===== config.mk =====
export PLATFORM = sky130hd
export DESIGN_NAME = uart_wb_host
export DESIGN_NICKNAME = d
export VERILOG_FILES = /design/src/rtl/osiris_uart_pkg.sv /design/src/rtl/uart_phy_8n1.sv /design/src/rtl/uart_wb_host.sv
export SDC_FILE = /design/constraint.sdc
export NUM_CORES = 1
export LEC_CHECK = 0
export BUFFER_PORTS_ARGS = -buffer_cell sky130_fd_sc_hd__buf_2
export CAP_MARGIN = 20
export CORE_MARGIN = 1.5
export CORE_UTILIZATION = 45
export CTS_CLUSTER_DIAMETER = 80
export DETAILED_ROUTE_END_ITERATION = 12
export GPL_TIMING_DRIVEN = 1
export MAX_ROUTING_LAYER = met4
export PLACE_DENSITY = 0.68
export SLEW_MARGIN = 20
export SYNTH_ARGS = -nofsm -noshare
export SYNTH_HDL_FRONTEND = slang
export SYNTH_HIERARCHICAL = 1
export SYNTH_SLANG_ARGS = --single-unit

===== constraint.sdc =====
create_clock -name clk -period 7.1 [get_ports clk]
set_input_delay 0.355 -clock clk [delete_from_list [all_inputs] [get_ports clk]]
set_output_delay 0.355 -clock clk [all_outputs]
set_load 0.01 [all_outputs]

===== src/rtl/osiris_uart_pkg.sv =====
// rtl/osiris_uart_pkg.sv - shared UART host constants, FSM state type and bit-timing helper
package osiris_uart_pkg;

  localparam logic [7:0] CMD_READ_DEF  = 8'h01;
  localparam logic [7:0] CMD_WRITE_DEF = 8'hAA;

  typedef enum logic [2:0] {
    IDLE,
    SEND_CMD,
    SEND_ADDR,
    SEND_DATA,
    RECV_DATA,
    RESP
  } host_state_e;

  function automatic int clks_per_bit(input int clock_freq, input int baud_rate);
    return clock_freq / baud_rate;
  endfunction

endpackage


===== src/rtl/uart_phy_8n1.sv =====
// rtl/uart_phy_8n1.sv - 8N1 byte transmitter, mid-bit byte receiver and RX synchronizer
module uart_phy_8n1 #(
  parameter int CLKS_PER_BIT = 8
) (
  input  logic       clk,
  input  logic       rst_n,
  input  logic       i_tx_start,
  input  logic [7:0] i_tx_byte,
  output logic       o_tx_busy,
  output logic       o_tx_done,
  output logic       o_uart_tx,
  input  logic       i_uart_rx,
  input  logic       i_rx_en,
  output logic [7:0] o_rx_byte,
  output logic       o_rx_valid,
  output logic       o_rx_frame_err,
  output logic       o_rx_busy
);
  localparam int CW = $clog2(CLKS_PER_BIT);
  localparam logic [CW-1:0] LAST = CW'(CLKS_PER_BIT - 1);
  localparam logic [CW-1:0] HALF = CW'(CLKS_PER_BIT / 2 - 1);

  logic          r_tx;
  logic          r_tx_active;
  logic [3:0]    r_tx_bit;
  logic [CW-1:0] r_tx_clk;
  logic [7:0]    r_tx_data;

  logic          r_sync1, r_sync2;
  logic          r_armed;
  logic          r_rx_busy;
  logic          r_rx_valid;
  logic          r_rx_err;
  logic [3:0]    r_rx_bit;
  logic [CW-1:0] r_rx_clk;
  logic [7:0]    r_rx_data;

  assign o_uart_tx      = r_tx;
  assign o_tx_busy      = r_tx_active;
  assign o_tx_done      = r_tx_active && (r_tx_clk == LAST) && (r_tx_bit == 4'd9);
  assign o_rx_byte      = r_rx_data;
  assign o_rx_valid     = r_rx_valid;
  assign o_rx_frame_err = r_rx_err;
  assign o_rx_busy      = r_rx_busy;

  // A start request during the final stop-bit cycle reloads directly, so bytes run gap-free.
  always_ff @(posedge clk or negedge rst_n) begin
    if (!rst_n) begin
      r_tx        <= 1'b1;
      r_tx_active <= 1'b0;
      r_tx_bit    <= 4'd0;
      r_tx_clk    <= '0;
      r_tx_data   <= 8'h00;
    end else if (i_tx_start && (!r_tx_active || o_tx_done)) begin
      r_tx        <= 1'b0;
      r_tx_active <= 1'b1;
      r_tx_bit    <= 4'd0;
      r_tx_clk    <= '0;
      r_tx_data   <= i_tx_byte;
    end else if (r_tx_active) begin
      if (r_tx_clk != LAST) begin
        r_tx_clk <= r_tx_clk + 1'b1;
      end else begin
        r_tx_clk <= '0;
        if (r_tx_bit == 4'd9) begin
          r_tx_active <= 1'b0;
          r_tx        <= 1'b1;
        end else begin
          r_tx_bit <= r_tx_bit + 4'd1;
          r_tx     <= (r_tx_bit == 4'd8) ? 1'b1 : r_tx_data[r_tx_bit[2:0]];
        end
      end
    end
  end

  always_ff @(posedge clk or negedge rst_n) begin
    if (!rst_n) begin
      r_sync1 <= 1'b1;
      r_sync2 <= 1'b1;
    end else begin
      r_sync1 <= i_uart_rx;
      r_sync2 <= r_sync1;
    end
  end

  // Disabled receiver forgets everything; it must see idle-high again before hunting a start bit.
  always_ff @(posedge clk or negedge rst_n) begin
    if (!rst_n) begin
      r_armed    <= 1'b0;
      r_rx_busy  <= 1'b0;
      r_rx_valid <= 1'b0;
      r_rx_err   <= 1'b0;
      r_rx_bit   <= 4'd0;
      r_rx_clk   <= '0;
      r_rx_data  <= 8'h00;
    end else if (!i_rx_en) begin
      r_armed    <= 1'b0;
      r_rx_busy  <= 1'b0;
      r_rx_valid <= 1'b0;
    end else begin
      r_rx_valid <= 1'b0;
      if (!r_armed) begin
        r_armed <= r_sync2;
      end else if (!r_rx_busy) begin
        if (!r_sync2) begin
          r_rx_busy <= 1'b1;
          r_rx_bit  <= 4'd0;
          r_rx_clk  <= HALF;
        end
      end else if (r_rx_clk != '0) begin
        r_rx_clk <= r_rx_clk - 1'b1;
      end else begin
        r_rx_clk <= LAST;
        if (r_rx_bit == 4'd0) begin
          if (r_sync2) r_rx_busy <= 1'b0;
          else         r_rx_bit  <= 4'd1;
        end else if (r_rx_bit == 4'd9) begin
          r_rx_busy  <= 1'b0;
          r_rx_valid <= 1'b1;
          r_rx_err   <= !r_sync2;
        end else begin
          r_rx_data <= {r_sync2, r_rx_data[7:1]};
          r_rx_bit  <= r_rx_bit + 4'd1;
        end
      end
    end
  end

endmodule


===== src/rtl/uart_wb_host.sv =====
// rtl/uart_wb_host.sv - request-driven UART host that frames single-word reads/writes for the bridge
module uart_wb_host
  import osiris_uart_pkg::*;
#(
  parameter int          DATA_WIDTH        = 32,
  parameter int          ADDR_WIDTH        = 32,
  parameter int          BAUD_RATE         = 9600,
  parameter int          CLOCK_FREQ        = 50000000,
  parameter logic [7:0]  CMD_READ          = CMD_READ_DEF,
  parameter logic [7:0]  CMD_WRITE         = CMD_WRITE_DEF,
  parameter int          RESP_TIMEOUT_BITS = 64
) (
  input  logic                  clk,
  input  logic                  rst_n,
  input  logic                  i_req_valid,
  output logic                  o_req_ready,
  input  logic                  i_req_we,
  input  logic [ADDR_WIDTH-1:0] i_req_addr,
  input  logic [DATA_WIDTH-1:0] i_req_wdata,
  output logic                  o_rsp_valid,
  output logic [DATA_WIDTH-1:0] o_rsp_rdata,
  output logic                  o_rsp_err,
  output logic                  o_uart_tx,
  input  logic                  i_uart_rx,
  output logic                  o_start_rx
);
  localparam int CPB       = clks_per_bit(CLOCK_FREQ, BAUD_RATE);
  localparam int TO_CYCLES = RESP_TIMEOUT_BITS * CPB;
  localparam int TOW       = $clog2(TO_CYCLES);
  localparam int FW        = 8 + ADDR_WIDTH + DATA_WIDTH;

  host_state_e           r_state, w_next;
  logic [FW-1:0]         r_frame;
  logic [3:0]            r_left;
  logic                  r_we;
  logic [1:0]            r_cnt;
  logic [TOW-1:0]        r_to;
  logic [DATA_WIDTH-1:0] r_acc;
  logic [DATA_WIDTH-1:0] r_rsp_rdata;
  logic                  r_rsp_err;

  logic                  w_accept, w_sending, w_tx_start, w_tx_busy, w_tx_done;
  logic                  w_rx_en, w_rx_valid, w_rx_err, w_rx_busy, w_timeout;
  logic [7:0]            w_rx_byte;
  logic                  w_fin_err;
  logic [DATA_WIDTH-1:0] w_fin_data;

  assign o_req_ready = (r_state == IDLE);
  assign o_rsp_valid = (r_state == RESP);
  assign o_rsp_rdata = r_rsp_rdata;
  assign o_rsp_err   = r_rsp_err;
  assign w_accept    = i_req_valid && o_req_ready;
  assign w_sending   = (r_state == SEND_CMD) || (r_state == SEND_ADDR) || (r_state == SEND_DATA);
  assign o_start_rx  = w_sending;
  assign w_rx_en     = (r_state == RECV_DATA);
  assign w_timeout   = (r_to == TOW'(TO_CYCLES - 1));
  // r_frame always presents the next byte to launch in its top 8 bits.
  assign w_tx_start  = w_sending && (r_left != 4'd0) && (!w_tx_busy || w_tx_done);

  uart_phy_8n1 #(
    .CLKS_PER_BIT(CPB)
  ) u_phy (
    .clk           (clk),
    .rst_n         (rst_n),
    .i_tx_start    (w_tx_start),
    .i_tx_byte     (r_frame[FW-1 -: 8]),
    .o_tx_busy     (w_tx_busy),
    .o_tx_done     (w_tx_done),
    .o_uart_tx     (o_uart_tx),
    .i_uart_rx     (i_uart_rx),
    .i_rx_en       (w_rx_en),
    .o_rx_byte     (w_rx_byte),
    .o_rx_valid    (w_rx_valid),
    .o_rx_frame_err(w_rx_err),
    .o_rx_busy     (w_rx_busy)
  );

  always_comb begin
    w_next     = r_state;
    w_fin_err  = 1'b0;
    w_fin_data = '0;
    case (r_state)
      IDLE:      if (w_accept) w_next = SEND_CMD;
      SEND_CMD:  if (w_tx_done) w_next = SEND_ADDR;
      SEND_ADDR: if (w_tx_done && r_cnt == 2'd3) w_next = r_we ? SEND_DATA : RECV_DATA;
      SEND_DATA: if (w_tx_done && r_cnt == 2'd3) w_next = RESP;
      RECV_DATA: begin
        if (w_rx_valid) begin
          if (w_rx_err) begin
            w_next    = RESP;
            w_fin_err = 1'b1;
          end else if (r_cnt == 2'd3) begin
            w_next     = RESP;
            w_fin_data = {r_acc[DATA_WIDTH-9:0], w_rx_byte};
          end
        end else if (w_timeout) begin
          w_next    = RESP;
          w_fin_err = 1'b1;
        end
      end
      RESP:      w_next = IDLE;
      default:   w_next = IDLE;
    endcase
  end

  always_ff @(posedge clk or negedge rst_n) begin
    if (!rst_n) begin
      r_state     <= IDLE;
      r_frame     <= '0;
      r_left      <= 4'd0;
      r_we        <= 1'b0;
      r_cnt       <= 2'd0;
      r_to        <= '0;
      r_acc       <= '0;
      r_rsp_rdata <= '0;
      r_rsp_err   <= 1'b0;
    end else begin
      r_state <= w_next;

      if (w_accept) begin
        r_frame <= {(i_req_we ? CMD_WRITE : CMD_READ), i_req_addr, i_req_wdata};
        r_left  <= i_req_we ? 4'(1 + ADDR_WIDTH / 8 + DATA_WIDTH / 8) : 4'(1 + ADDR_WIDTH / 8);
        r_we    <= i_req_we;
      end else if (w_tx_start) begin
        r_frame <= r_frame << 8;
        r_left  <= r_left - 4'd1;
      end

      if (w_next != r_state)
        r_cnt <= 2'd0;
      else if ((w_sending && w_tx_done) || (w_rx_en && w_rx_valid))
        r_cnt <= r_cnt + 2'd1;

      if (w_accept)
        r_acc <= '0;
      else if (w_rx_en && w_rx_valid)
        r_acc <= {r_acc[DATA_WIDTH-9:0], w_rx_byte};

      // Timeout window restarts after each byte and pauses while a byte is being received.
      if (!w_rx_en || w_rx_valid)
        r_to <= '0;
      else if (!w_rx_busy && !w_timeout)
        r_to <= r_to + 1'b1;

      if (r_state != RESP && w_next == RESP) begin
        r_rsp_rdata <= w_fin_data;
        r_rsp_err   <= w_fin_err;
      end
    end
  end

endmodule


Yosys cells after proc, flatten, opt, wreduce, memory -nomap -nowiden
Cells that the tools add are included.
{"block": "op_classes", "add_sub_neg": 7, "reduce_logical": 36, "n_bitwise": 3, "n_eq_ne": 22, "muxes": 72, "n_lt_le_gt_ge": 1}
{"op": "$mux 72", "count": 2}
{"op": "$mux 32", "count": 4}
{"op": "$mux 13", "count": 6}
{"op": "$mux 4", "count": 13}
{"op": "$mux 24", "count": 2}
{"op": "$mux 19", "count": 2}
{"op": "$mux 1", "count": 29}
{"op": "$mux 3", "count": 9}
{"op": "$add 19x1->19 const B", "count": 1}
{"op": "$eq 19x19->1 const B", "count": 1}
{"op": "$reduce_and 6->1", "count": 3}
{"op": "$pmux 3 s5", "count": 1}
{"op": "$add 13x1->13 const B", "count": 1}
{"op": "$eq 13x13->1 const B", "count": 1}
{"op": "$ne 13x13->1 const B", "count": 1}
{"op": "$reduce_bool 13->1", "count": 1}
{"op": "$sub 13x1->13 const B", "count": 1}
{"op": "$eq 4x4->1 const B", "count": 3}
{"op": "$logic_and 1x1->1", "count": 11}
{"op": "$reduce_bool 2->1", "count": 5}
{"op": "$eq 3x3->1 const B", "count": 3}
{"op": "$add 4x1->4 const B", "count": 2}
{"op": "$mux 8", "count": 1}
{"op": "$ne 2x2->1 const B", "count": 4}
{"op": "other kinds (19)", "count": 34}
{"block": "word_totals", "out_inout_bits": 37, "inputBits": 69, "word_cells": 164, "regBits": 216}

Longest topological paths before layout
Gate-level depths: netlist of run 1.
{"block": "depth", "word_depth": 8, "mapped_depth": 14, "depth_no_buf": 11}

By module
The synthesis of run 1 kept the hierarchy.
{"module": "uart_wb_host", "cells_each": 676, "area_per_inst_um2": 6841.6, "seq_area_each_um2": 3953.8, "n_inst": 1}
{"module": "uart_phy_8n1", "cells_each": 292, "area_per_inst_um2": 3201.8, "seq_area_each_um2": 1455.1, "n_inst": 1}

Worst setup path after synthesis of run 1
Ideal clock, no wire load.
{"block": "synth_timing", "path_kind": "register to register", "startpoint": "register u_phy.r_tx_clk[3]", "endpoint": "register u_phy.r_tx_clk[11]", "period_less_slack_ns": 3.289, "stages_incl_launch_ff": 15, "arrival_time_ns": 3.149, "path_slack_ns": 3.811, "n_path_buf": 4, "setup_ns": 0.141, "path_cell_list": "dfrtp_1 > buf_6 > nor4b_1 > nand3_1 > nor3_1 > clkbuf_1 > nand2b_1 > o311ai_1 > inv_2 > buf_1 > buf_2 > nor2_1 > nor4bb_1 > xnor2_1 > nor2_1"}
{"block": "synth_via", "elab_chain_len": 7, "elab_cells_between_ends": 12, "cone_classes": "1 x add/sub; 2 x eq/ne; 3 x mux; 6 x reduce/logical"}
{"element": "start: declaration", "line_no": "uart_phy_8n1.sv:26", "source": "logic [CW-1:0] r_tx_clk;"}
{"element": "start signal: assignment", "line_no": "uart_phy_8n1.sv:62", "source": "r_tx_clk <= r_tx_clk + 1'b1;"}
{"element": "$eq 13x13->1 *", "line_no": "uart_phy_8n1.sv:40", "source": "assign o_tx_done = r_tx_active && (r_tx_clk == LAST) && (r_tx_bit == 4'd9);"}
{"element": "$logic_and 1x1->1 * (2 in series)", "line_no": "uart_phy_8n1.sv:40"}
{"element": "via w_tx_done", "line_no": "uart_wb_host.sv:42", "source": "logic w_accept, w_sending, w_tx_start, w_tx_busy, w_tx_done;"}
{"element": "$logic_or 1x1->1 *", "line_no": "uart_wb_host.sv:58", "source": "assign w_tx_start = w_sending && (r_left != 4'd0) && (!w_tx_busy || w_tx_done);"}
{"element": "$logic_and 1x1->1 *", "line_no": "uart_wb_host.sv:58"}
{"element": "via w_tx_start", "line_no": "uart_wb_host.sv:42"}
{"element": "$logic_and 1x1->1 *", "line_no": "uart_phy_8n1.sv:54", "source": "end else if (i_tx_start && (!r_tx_active || o_tx_done)) begin"}
{"element": "$mux 13 / $reduce_bool 2->1 (equally long branches)"}
Mark *: on every way through the listed nets, which the timed path passes. The rest lies on a longest branch. The select of a mux whose other input is x is not followed.
A chain may end at the register's enable or synchronous reset.

Final worst setup path of run 1
{"block": "layout_timing", "startpoint": "register u_phy.r_tx_clk[3]", "endpoint": "register u_phy.r_tx_clk[11]"}
{"block": "layout_via", "elab_chain_len": 7, "elab_cells_between_ends": 12, "cone_classes": "1 x add/sub; 2 x eq/ne; 3 x mux; 6 x reduce/logical"}
{"element": "$eq 13x13->1 *", "line_no": "uart_phy_8n1.sv:40"}
{"element": "$logic_and 1x1->1 * (2 in series)", "line_no": "uart_phy_8n1.sv:40"}
{"element": "via w_tx_done", "line_no": "uart_wb_host.sv:42"}
{"element": "$logic_or 1x1->1 *", "line_no": "uart_phy_8n1.sv:54, uart_wb_host.sv:58"}
{"element": "$logic_and 1x1->1", "line_no": "uart_wb_host.sv:58"}
{"element": "$logic_and 1x1->1 *", "line_no": "uart_phy_8n1.sv:54"}
{"element": "$mux 13 / $reduce_bool 2->1 (equally long branches)"}
Marks and branches as above.

==> results of run 1 <==
[power by group]
part / total [uW] / leakage, uW / switching [uW] / internal [uW]
Combinational: 47.8 / 0.00244 / 32.0 / 15.8
Sequential: 1230 / 0.00279 / 0.579 / 1230
Clock: 1260 / 0.000414 / 496 / 765
Total: 2540 / 0.00565 / 529 / 2010
[flip-flops by register name (all words and copies together), names as in the netlist, 2 cells and up]
signal           cells
u_phy/r_rx_bit       4
r_cnt                2
u_phy/r_tx_bit       4
u_phy/r_tx_clk      13
r_left               4
r_frame             72
u_phy/r_rx_clk      13
r_state              3
u_phy/r_tx_data      8
u_phy/o_rx_byte      8
r_acc               24
o_rsp_rdata         32
r_to                19
[worst paths after layout]
kind                                               start                              to  slack, ns  cells past startpoint
setup / recovery           u_phy/r_tx_clk[3]$_DFFE_PN0N_  u_phy/r_tx_clk[11]$_DFFE_PN0N_       2.55                     10
hold / removal                            i_req_wdata[7]          r_frame[7]$_DFFE_PN0P_       0.04                      3
setup reg to reg           u_phy/r_tx_clk[3]$_DFFE_PN0N_  u_phy/r_tx_clk[11]$_DFFE_PN0N_       2.55                     10
hold reg to reg                  u_phy/r_sync1$_DFF_PN1_         u_phy/r_sync2$_DFF_PN1_       0.36                      0
max in group asynchronous                          rst_n  u_phy/r_tx_data[0]$_DFFE_PN0N_       5.32                      3
min in group asynchronous                          rst_n   u_phy/r_tx_clk[8]$_DFFE_PN0N_       0.43                      2
[logic make-up (layout without fill, tap and decap cells)]
family          count (synthesis)  after routing  share of synthesized area, %
buf+inv                        71            181                          3.33
mux                            31             31                          3.85
simple gates                  414            414                          20.4
flops                         216            216                          53.9
compound gates                199            199                          14.9
fa+ha+maj                      12             12                          1.49
xor+xnor                       25             25                          2.18
[through the flow]
step | area (um2) | hold WS [ns] | worst slack (ns) | std cells
2_1_floorplan | 10000 | 0.0594 | 3.81 | 968
3_3_place_gp | 10800 | 0.347 | 2.74 | 1311
3_5_place_dp | 10800 | 0.349 | 2.67 | 1311
4_1_cts | 11600 | 0.0163 | 2.65 | 1357
5_1_grt | 11700 | 0.0347 | 2.17 | 1358
6_report | 11700 | 0.0354 | 2.55 | 1358
[area by class of cell]
type | count | share of cell area (%)
clock buffer | 37 | 6.43
clock inverter | 7 | 0.666
inverter | 21 | 0.719
multi-input combinational | 681 | 37.3
sequential | 216 | 46.4
tap | 280 | 3.01
timing repair buffer | 116 | 5.45
[critical path, stage by stage, from the launching register on]
cell	delay [ns]
sky130_fd_sc_hd__dfrtp_1	0.45
sky130_fd_sc_hd__nor4b_1	0.67
sky130_fd_sc_hd__nand3_1	0.21
sky130_fd_sc_hd__nor3_1	0.87
sky130_fd_sc_hd__nand2b_1	0.25
sky130_fd_sc_hd__o311ai_4	0.30
sky130_fd_sc_hd__inv_2	0.81
sky130_fd_sc_hd__nor2_1	0.25
sky130_fd_sc_hd__nor4bb_1	0.39
sky130_fd_sc_hd__xnor2_1	0.16
sky130_fd_sc_hd__nor2_1	0.05
[cell usage in the layout, fill, tap and decap left out, types with 8 or more instances in the layout]
cell type | synthesis | layout
sky130_fd_sc_hd__mux2_2 | 9 | 9
sky130_fd_sc_hd__mux2_4 | 8 | 8
sky130_fd_sc_hd__a31oi_1 | 8 | 8
sky130_fd_sc_hd__ha_1 | 12 | 12
sky130_fd_sc_hd__inv_1 | 19 | 19
sky130_fd_sc_hd__mux2i_1 | 12 | 12
sky130_fd_sc_hd__clkbuf_8 | 0 | 10
sky130_fd_sc_hd__nand2b_1 | 8 | 8
sky130_fd_sc_hd__nor2_1 | 46 | 45
sky130_fd_sc_hd__nor3_1 | 18 | 18
sky130_fd_sc_hd__a21oi_1 | 27 | 27
sky130_fd_sc_hd__a22oi_1 | 52 | 52
sky130_fd_sc_hd__xor2_1 | 16 | 16
sky130_fd_sc_hd__nand2_1 | 209 | 209
sky130_fd_sc_hd__and3_1 | 8 | 8
sky130_fd_sc_hd__a22o_1 | 34 | 34
sky130_fd_sc_hd__nand3_1 | 53 | 53
sky130_fd_sc_hd__o21ai_0 | 18 | 18
sky130_fd_sc_hd__dfrtp_1 | 213 | 213
sky130_fd_sc_hd__buf_4 | 1 | 8
sky130_fd_sc_hd__xnor2_1 | 9 | 9
sky130_fd_sc_hd__buf_2 | 17 | 104
sky130_fd_sc_hd__clkbuf_16 | 0 | 24
sky130_fd_sc_hd__nand4_1 | 15 | 15
[timing repair]
| item | in CTS | in global routing |
|---|---|---|
| hold buffers | 2 | 0 |
| hold endpoints to repair | 85 | 0 |
| setup buffers | 0 | 0 |
[routing by layer]
metal / up-vias / global-route usage (%) / wire (um)
met4: 0 / 4.35 / 385
met3: 24 / 4.10 / 1100
met1: 3750 / 28.0 / 10400
met2: 145 / 30.7 / 10700
met5: - / - / 0
li1: 3666 / - / -
==> results.txt, run 1 <==
----------------------------------------------------
[Yosys]
  Library cell with the highest instance count after synthesis ... sky130_fd_sc_hd__dfrtp_1
  Async set-reset flop share out of synthesis ... 100%
  Top post-synthesis cells by count ... sky130_fd_sc_hd__dfrtp_1 (213), sky130_fd_sc_hd__nand2_1 (209), sky130_fd_sc_hd__nand3_1 (53)
  Synthesized cell area ... 10000 um2
  Number of synthesized flops with an enable pin ... 0
  Syn_area_per_cell ... 10.4 um2
  Syn. warnings ... 6
  Most area-hungry cell type in the Yosys netlist ... sky130_fd_sc_hd__dfrtp_1
  Post-Syn Nets ... 1049
  Synth Register Bits ... 216
  Dominant cells by area after synthesis ... sky130_fd_sc_hd__dfrtp_1 (53%), sky130_fd_sc_hd__nand2_1 (7.8%), sky130_fd_sc_hd__a22oi_1 (3.9%)
  Post-synth top flop ... sky130_fd_sc_hd__dfrtp_1
  Fraction of the yosys area taken by sequential cells ... 53.9%
  Synth top area share ... 53.1%
  Distinct cells, synth ... 87
  Number of instances in the synthesized netlist ... 968

[Setup path]
  Top fanout value on the critical path ... 48
  Required arrival time at the worst endpoint ... 7.47 ns
  Kind of launch point of the worst setup path ... flip-flop
  CP Capture Type ... flip-flop
  Critical Path AT ... 4.92 ns
  Critical path start-end classification ... reg2reg

[Clocking]
  CTS buffer count ... 24
  Clock-pin slew of the registers on the worst-case setup and hold paths ... 0.06 ns
  # H-tree levels ... 1
  Clk sink count ... 216
  Number of cells upsized or downsized after cts ... 0
  TritonCTS clock tree ... done
  Later-pin clock latency in the skew report ... 0.51 ns
  CTS Buffer Depth ... 3
  Clock tree root buffer cell ... sky130_fd_sc_hd__clkbuf_16

[Global routing]
  GR Overflow Total ... 0
  Number of global-route vias before repair ... 7523
  Antenna violations before repair ... 0
  First-pass GRT wire length ... 38200 um
  Maximum number of pins on one net before global-route repair ... 87
  Global routing usage summed across all routing layers ... 20.2%

[Layout]
  Fill count ... 1972
  Multi-input gate area ... 4350 um2
  Layout Area Growth over Synthesis ... 16.0%
  Core utilization of the finished layout ... 53.2%
  Layout cells sized above 1 ... 19.6%
  Antenna diode instance count ... 0
  Layout net count ... 1141
  Area used by sequential logic in the layout ... 5410 um2

[Floorplan]
  Width of the die ... 152 um
  IO Count ... 106
  Count of standard-cell rows ... 54
  Chip Height ... 152 um
  Starting utilization of the core area ... 45.9%
  Placeable core region ... 21900 um2
  Full die area ... 23200 um2

[Timing]
  Period minus WS final ... 4.55 ns
  RSZ-0062 raised after global routing ... false
  Final setup violation count ... 0
  Worst relative slew slack ... 28.0%
  Final Hold Fails ... 0
  Highest Clock Rate ... 220 MHz
  Share of the cycle needed by the critical path after routing ... 64.0%
  Pin slew with the least headroom to its limit ... 1.07 ns
  Final Max Slew Viols ... 0
  Final worst clock skew ... 0.0108 ns
  Final sum of negative setup slack ... 0 ns

[Pwr]
  Pwr/cell area ... 218 nW/um2
  Peak supply drop ... 0.000174 V
  Static leakage ... 0.00565 uW
  Final Total Pwr ... 2540 uW

[Run]
  Max-cap violation count ... 0

[Run status]
  Outcome ... finished clean

[Route]
  Total number of vias ... 7585
  Vias/cell ... 5.59
  Detailed Routing Iterations Pass 1 ... 5
  Post-DRT Antenna Nets ... 0
  DRC errors left ... 0
  Wire length reported by the detailed router ... 22500 um
  Average wire length per cell after detail routing ... 16.6 um
  Detailed Route Iter0 Violations ... 652

[Placed design]
  Last weighted congestion value of the routability-driven placer ... 0.824
  DP Wirelength ... 14700 um
  Buffers on Ports ... 105

[Min path]
  Hold Path Class ... in2reg

----------------------------------------------------
Note: power is estimated with default switching activity, not from simulation.
==> inputs of run 2 (changes only) <==
ABC_AREA = 1   (was not set)
clock period = 4.4 ns   (was 7.1 ns; I/O delays follow)
==> results.txt, run 2 <==
----------------------------------------------------
[Route]
  DRC errors left ... 0 (unchanged)
  Total number of vias ... 8565 (+13%)
  Average wire length per cell after detail routing ... 14.4 um (-13%)
  Vias/cell ... 5.17 (-7.4%)
  Detailed Routing Iterations Pass 1 ... 5 (unchanged)
  Post-DRT Antenna Nets ... 0 (unchanged)
  Detailed Route Iter0 Violations ... 536 (-18%)
  Wire length reported by the detailed router ... 23900 um (+6.1%)

[Timing]
  Final worst clock skew ... 0.0179 ns (+0.00707 ns)
  Final sum of negative setup slack ... 0 ns (unchanged)
  Fin worst setup slack ... 1.38 ns (-1.17 ns)
  Worst relative slew slack ... 29.1% (+1.1 points)
  Final setup violation count ... 0 (unchanged)
  Share of the cycle needed by the critical path after routing ... 68.6% (+4.6 points)
  Period minus WS final ... 3.02 ns (-1.53 ns)
  Highest Clock Rate ... 331 MHz (+51%)
  Final Max Slew Viols ... 0 (unchanged)
  RSZ-0062 raised after global routing ... false
  Final Hold Fails ... 0 (unchanged)
  Pin slew with the least headroom to its limit ... 1.06 ns (-0.00801 ns)

[Clocking]
  Number of cells upsized or downsized after cts ... 0 (unchanged)
  CTS Buffer Depth ... 3 (unchanged)
  TritonCTS clock tree ... done
  Clock-pin slew of the registers on the worst-case setup and hold paths ... 0.06 ns (about the same)
  # H-tree levels ... 1 (unchanged)
  Clk sink count ... 216 (unchanged)
  CTS buffer count ... 24 (unchanged)
  Clock tree root buffer cell ... sky130_fd_sc_hd__clkbuf_16
  Later-pin clock latency in the skew report ... 0.53 ns (+0.02 ns)

[Floorplan]
  Starting utilization of the core area ... 45.6% (-0.26 points)
  IO Count ... 106 (unchanged)
  Width of the die ... 154 um (+1.2%)
  Count of standard-cell rows ... 55 (+1.9%)
  Full die area ... 23800 um2 (+2.5%)
  Placeable core region ... 22600 um2 (+3.1%)
  Chip Height ... 154 um (+1.2%)

[Setup path]
  Required arrival time at the worst endpoint ... 4.77 ns (-2.70 ns)
  Most frequent cell on the critical path ... sky130_fd_sc_hd__inv_1
  Kind of launch point of the worst setup path ... flip-flop
  Top fanout value on the critical path ... 35 (-27%)
  Critical path start-end classification ... reg2reg
  CP Capture Type ... flip-flop
  CP cell instances ... inv_1 -> ha_1 -> nand3_1 -> nor3_1 -> inv_1 -> nand2_1 -> nand3_2 -> nand2_2 -> buf_4 -> o221ai_1
  Internal reg-to-reg setup slack ... 1.38 ns (-1.17 ns)
  Critical R2R Capture ... r_frame[17]$_DFFE_PN0P_
  Worst stage delay on the critical path ... 0.53 ns (-0.34 ns)
  Worst reg2reg path depth ... 10 (unchanged)
  Critical Path AT ... 3.39 ns (-1.53 ns)
  Top cell family by delay on the critical path ... simple AND/OR/NAND/NOR gates
  Critical path's slowest cell ... sky130_fd_sc_hd__nand2_2
  Count of buffer and inverter cells on the critical path ... 3 (+2)
  R2r startpoint ... u_phy/r_tx_bit[1]$_DFFE_PN0P_

[Yosys]
  Top post-synthesis cells by count ... sky130_fd_sc_hd__nand2_1 (307), sky130_fd_sc_hd__dfrtp_1 (213), sky130_fd_sc_hd__inv_1 (154)
  Fraction of the yosys area taken by sequential cells ... 52.5% (-1.3 points)
  Synthesized cell area ... 10300 um2 (+2.5%)
  Syn_area_per_cell ... 8.67 um2 (-16%)
  Dominant cells by area after synthesis ... sky130_fd_sc_hd__dfrtp_1 (52%), sky130_fd_sc_hd__nand2_1 (11%), sky130_fd_sc_hd__inv_1 (5.6%)
  Number of instances in the synthesized netlist ... 1188 (+23%)
  Most area-hungry cell type in the Yosys netlist ... sky130_fd_sc_hd__dfrtp_1
  Syn. warnings ... 6 (unchanged)
  Synth top area share ... 51.8% (-1.3 points)
  Post-Syn Nets ... 1269 (+21%)
  Distinct cells, synth ... 50 (-43%)
  Synth Register Bits ... 216 (unchanged)
  Async set-reset flop share out of synthesis ... 100% (unchanged)
  Post-synth top flop ... sky130_fd_sc_hd__dfrtp_1
  Number of synthesized flops with an enable pin ... 0 (unchanged)
  Library cell with the highest instance count after synthesis ... sky130_fd_sc_hd__nand2_1

[Min path]
  Worst hold stages ... 4 (+1)
  Hold path endpoint ... r_acc[12]$_DFFE_PN0P_
  Hold Path Origin ... i_req_valid
  Hold Path Class ... in2reg

[Layout]
  Layout cells sized above 1 ... 15.8% (-3.7 points)
  Most common library cell in the layout ignoring fill and taps ... sky130_fd_sc_hd__nand2_1
  Top register by number of flip-flops ... r_frame
  Max reg flops ... 72 (unchanged)
  Layout net count ... 1434 (+26%)
  Layout Area Growth over Synthesis ... 20.8%
  Top library cells by usage in the layout, fill and taps aside ... sky130_fd_sc_hd__nand2_1 (307), sky130_fd_sc_hd__dfrtp_1 (213), sky130_fd_sc_hd__inv_1 (154), sky130_fd_sc_hd__buf_2 (104), sky130_fd_sc_hd__dlygate4sd3_1 (66)

[Run]
  Max-cap violation count ... 0 (unchanged)

[Pwr]
  Pwr/cell area ... 325 nW/um2 (+49%)
  Peak supply drop ... 0.000253 V (+45%)
  Static leakage ... 0.00605 uW (+7.1%)

[Global routing]
  GR Overflow Total ... 0 (unchanged)
  Number of global-route vias before repair ... 8265 (+9.9%)
  Met1 Usage GRT ... 28.5% (+0.47 points)
  Most congested layer reported by global routing ... met2
  Global routing usage summed across all routing layers ... 21.1% (+0.87 points)
  First-pass GRT wire length ... 40400 um (+5.7%)
  Routing usage on met3 ... 2.19% (-1.9 points)
  Fraction of met2 tracks used by global routing ... 33.9% (+3.1 points)
  Antenna violations before repair ... 1 (+1)
  Maximum number of pins on one net before global-route repair ... 103 (+18%)

[Run status]
  Outcome ... finished clean

[Placed design]
  Worst setup timing slack at the placement stage ... 1.38 ns (-1.29 ns)
  Buffers on Ports ... 105 (unchanged)
  DP Wirelength ... 15400 um (+5.1%)
  Last weighted congestion value of the routability-driven placer ... 0.863 (+4.7%)

----------------------------------------------------
-- run 2: how the worst max path moves through the flow --
stage / start / endpoint / slack [ns] / depth (start not counted)
floorplan: u_phy/r_tx_bit[1]$_DFFE_PN0P_ / u_phy/r_tx_clk[8]$_DFFE_PN0N_ / 1.79 / 13
global placement: u_phy/r_tx_bit[1]$_DFFE_PN0P_ / r_frame[10]$_DFFE_PN0P_ / 1.52 / 10
detailed placement: u_phy/r_tx_bit[1]$_DFFE_PN0P_ / r_frame[17]$_DFFE_PN0P_ / 1.38 / 10
CTS: u_phy/r_tx_bit[1]$_DFFE_PN0P_ / r_frame[17]$_DFFE_PN0P_ / 1.37 / 10
global route: u_phy/r_tx_bit[1]$_DFFE_PN0P_ / r_frame[17]$_DFFE_PN0P_ / 1.09 / 10
finish: u_phy/r_tx_bit[1]$_DFFE_PN0P_ / r_frame[17]$_DFFE_PN0P_ / 1.38 / 10
-- run 2: report_power, final --
part | leakage (uW) | switching, uW | internal, uW
Clock | 0.000378 | 806 | 1120
Combinational | 0.00330 | 59.7 | 62.0
Sequential | 0.00237 | 1.06 | 1990
Total | 0.00605 | 866 | 3170
-- run 2: tightest hold or removal path, stage by stage --
cell	delay [ns]
sky130_fd_sc_hd__buf_2	0.11
sky130_fd_sc_hd__nand3_2	0.25
sky130_fd_sc_hd__nand3_1	0.11
sky130_fd_sc_hd__o21ai_0	0.06
-- run 2: cell type report --
cell class,count,area [um2]
Timing Repair Buffer,181,1270
Sequential cell,216,5410
Fill cell,2046,10100
Tap cell,285,357
Clock inverter,11,108
Antenna cell,1,2.50
Inverter,169,642
Multi-Input combinational cell,761,3990
Clock buffer,32,661
-- run 2: logic make-up after synthesis --
family,count (synthesis),synth area share [%]
flip-flops,216,52.5
adder cells (fa/ha/maj),12,1.46
AND/OR/NAND/NOR,531,23.2
XOR/XNOR,20,1.70
AO/OA/AOI/OAI,198,12.4
buffers and inverters,211,8.77
-- run 2: metrics by stage --
step	std cells	hold slack (ns)	utilization, %	total power (uW)	cell area, um2
4_1_cts	1655	0.285	55.1	4090	12400
5_1_grt	1656	0.317	55.1	4180	12400
3_5_place_dp	1546	0.327	48.7	2100	11000
3_3_place_gp	1546	0.324	48.7	2100	11000
6_report	1656	0.284	55.1	4040	12400
2_1_floorplan	1188	-0.0756	-	2030	10300
-- run 2: what timing repair did --
item                      CTS  global route
hold endpoints to repair  164             0
hold buffers               66             0
setup buffers               0             0
-- run 2: per-layer routing --
layer / up-vias / routed length, um
met1: 4087 / 11000
met2: 198 / 11400
li1: 4227 / -
met5: - / 0
met3: 53 / 878
met4: 0 / 638
==> inputs of run 3 (changes only) <==
ABC_AREA = 0   (was 1)
PLACE_DENSITY = 0.7   (was 0.68)
clock period = 2.45 ns   (was 4.4 ns; I/O delays follow)
==> results.txt, run 3 (synthesis results as in run 1) <==
----------------------------------------------------
[Run status]
  Outcome ... finished clean

[Setup path]
  CP Launch Point ... u_phy/r_tx_bit[1]$_DFFE_PN0P_
  Critical path start-end classification ... reg2reg
  Critical R2R Capture ... o_rsp_rdata[1]$_DFFE_PN0P_
  Worst reg2reg path depth ... 10 (unchanged)
  Kind of launch point of the worst setup path ... flip-flop
  CP Capture Type ... flip-flop
  Top fanout value on the critical path ... 33 (-5.7%)
  Required arrival time at the worst endpoint ... 2.84 ns (-1.93 ns)
  Critical Path AT ... 2.70 ns (-0.69 ns)
  CP cell instances ... inv_1 -> ha_1 -> nand3b_1 -> nor3_4 -> buf_6 -> a31oi_1 -> o221ai_2 -> o21ai_2 -> buf_12 -> a22o_1
  Worst stage delay on the critical path ... 0.38 ns (-0.15 ns)
  R2r startpoint ... u_phy/r_tx_bit[1]$_DFFE_PN0P_
  Critical path's slowest cell ... sky130_fd_sc_hd__dfrtp_1
  Internal reg-to-reg setup slack ... 0.14 ns (-1.24 ns)
  Critical path capture point ... o_rsp_rdata[1]$_DFFE_PN0P_

[Global routing]
  Number of global-route vias before repair ... 8289 (+0.29%)
  First-pass GRT wire length ... 41800 um (+3.5%)
  GR Overflow Total ... 0 (unchanged)
  Antenna violations before repair ... 0 (-1)
  Maximum number of pins on one net before global-route repair ... 75 (-27%)
  Global routing usage summed across all routing layers ... 22.0% (+1.0 points)

[Pwr]
  Pwr/cell area ... 560 nW/um2 (+72%)
  Peak supply drop ... 0.000546 V (+120%)
  Static leakage ... 0.00613 uW (+1.3%)

[Layout]
  Top library cells by usage in the layout, fill and taps aside ... sky130_fd_sc_hd__dfrtp_1 (213), sky130_fd_sc_hd__nand2_1 (209), sky130_fd_sc_hd__buf_2 (104), sky130_fd_sc_hd__dlygate4sd3_1 (66)
  Max reg flops ... 72 (unchanged)
  Layout net count ... 1254 (-13%)
  Layout cells sized above 1 ... 22.8% (+7.0 points)
  Top register by number of flip-flops ... r_frame
  Core utilization of the finished layout ... 58.2% (+3.1 points)
  Antenna diode instance count ... 0 (-1)
  Most common library cell in the layout ignoring fill and taps ... sky130_fd_sc_hd__dfrtp_1
  Layout Area Growth over Synthesis ... 26.8%
  Design area ... 12700 um2 (+2.4%)
  Final cell count without fillers ... 1469 (-11%)

[Min path]
  Hold Path Class ... in2reg
  Worst hold stages ... 3 (-1)

[Placed design]
  Last weighted congestion value of the routability-driven placer ... 0.864 (+0.13%)
  Area post-placement ... 11300 um2 (+2.4%)
  Cell count after placement ... 1355 (-12%)
  Buffers on Ports ... 105 (unchanged)
  DP Wirelength ... 15400 um (-0.29%)

[Floorplan]
  Starting utilization of the core area ... 45.9% (+0.26 points)
  Width of the die ... 152 um (-1.2%)
  Placeable core region ... 21900 um2 (-3.0%)
  IO Count ... 106 (unchanged)
  Count of standard-cell rows ... 54 (-1.8%)
  Chip Height ... 152 um (-1.2%)
  Full die area ... 23200 um2 (-2.4%)

[Timing]
  Final Hold Fails ... 0 (unchanged)
  Final Max Slew Viols ... 0 (unchanged)
  Period minus WS final ... 2.31 ns (-0.706 ns)
  Pin slew with the least headroom to its limit ... 0.692 ns (-0.372 ns)
  Final setup violation count ... 0 (unchanged)
  Final worst clock skew ... 0.0102 ns (-0.00765 ns)
  Highest Clock Rate ... 432 MHz (+30%)
  Final sum of negative setup slack ... 0 ns (unchanged)
  Worst relative slew slack ... 53.8% (+25 points)
  Share of the cycle needed by the critical path after routing ... 94.5% (+26 points)

[Route]
  Average wire length per cell after detail routing ... 16.8 um (+16%)
  DRC errors left ... 0 (unchanged)
  Wire length on met3 ... 962 um (+9.6%)
  Post-DRT Antenna Nets ... 0 (unchanged)
  Max layer used ... met4
  Detailed Routing Iterations Pass 1 ... 6 (+1)
  Wire length reported by the detailed router ... 24700 um (+3.1%)
  Met1 wire length ... 10800 um (-2.0%)
  Wire length on met2 ... 12200 um (+7.1%)
  Detailed Route Iter0 Violations ... 524 (-2.2%)
  Total number of vias ... 8133 (-5.0%)
  Vias/cell ... 5.54 (+7.0%)

[Clocking]
  Clock tree root buffer cell ... sky130_fd_sc_hd__clkbuf_16
  CTS buffer count ... 23 (-4.2%)
  CTS Buffer Depth ... 3 (unchanged)
  Clock-pin slew of the registers on the worst-case setup and hold paths ... 0.06 ns (about the same)
  # H-tree levels ... 1 (unchanged)
  TritonCTS clock tree ... done
  Later-pin clock latency in the skew report ... 0.50 ns (-0.03 ns)
  Clk sink count ... 216 (unchanged)

[Run]
  Max-cap violation count ... 0 (unchanged)

----------------------------------------------------
## run 3: changes by cell type in the layout (fill, tap and decap cells not counted), moves of 18 or more
cell,before,now
sky130_fd_sc_hd__inv_1,154,19
sky130_fd_sc_hd__nand2_2,19,1
sky130_fd_sc_hd__buf_4,10,48
sky130_fd_sc_hd__nor2_1,65,44
sky130_fd_sc_hd__o21ai_0,65,18
sky130_fd_sc_hd__nand2_1,307,209
sky130_fd_sc_hd__o221ai_1,50,0
sky130_fd_sc_hd__o21ai_1,23,1
sky130_fd_sc_hd__a22oi_1,1,52
sky130_fd_sc_hd__a22o_1,2,34
## run 3: worst min path at each step
stage | endpoint | start | slack (ns)
detailed placement | u_phy/r_tx_clk[10]$_DFFE_PN0N_ | rst_n | 0.14
CTS | r_frame[64]$_DFFE_PN0P_ | i_req_valid | 0.10
global route | r_frame[64]$_DFFE_PN0P_ | i_req_we | 0.15
floorplan | o_rsp_err$_DFFE_PN0P_ | rst_n | -0.17
finish | r_frame[64]$_DFFE_PN0P_ | i_req_valid | 0.12
global placement | u_phy/r_tx_clk[6]$_DFFE_PN0N_ | rst_n | 0.14
## run 3: per-stage QoR
step	hold WS [ns]	power [uW]	setup WS, ns
floorplan	-0.173	3640	-0.155
global placement	0.140	3790	0.00582
detailed placement	0.141	3790	-0.0839
finish	0.116	7130	0.136
CTS	0.103	7190	0.0102
global route	0.146	7360	-0.0163
## run 3: routing by layer
layer | vias up | GRT usage (%)
met3 | 53 | 2.76
met1 | 3986 | 28.5
li1 | 3907 | -
met2 | 187 | 36.4
met5 | - | -
met4 | 0 | 6.75
## run 3: power by group
group / leakage, uW / total (uW) / internal [uW] / switching [uW]
sequential: 0.00279 / 3570 / 3570 / 2.78
clock: 0.000351 / 3320 / 1920 / 1400
combinational: 0.00298 / 230 / 119 / 111
total: 0.00613 / 7130 / 5610 / 1520
## run 3: cell type report
type	count	area, um2
Clock buffer	29	628
Clock inverter	12	95.1
Fill cell	1823	9150
Inverter	21	88.8
Multi-Input combinational cell	683	4450
Sequential cell	216	5410
Tap cell	280	350
Timing Repair Buffer	227	1710
Timing Repair inverter	1	5.00
## run 3: worst max-delay path: cells and delay by family, from the launching register on
kind | cells | cell delay, ns
fa+ha+maj | 1 | 0.21
buf+inv | 3 | 0.44
flops | 1 | 0.38
simple gates | 2 | 0.40
compound gates | 4 | 0.75
## run 3: what timing repair did
action / 4_1_cts / 5_1_grt
pin swaps: 1 / 4
resized for setup: 2 / 5
hold buffers: 66 / 0
setup endpoints to repair: 84 / 57
setup buffers: 0 / 4
gates cloned: 1 / 2
endpoints found under the hold margin: 131 / 0
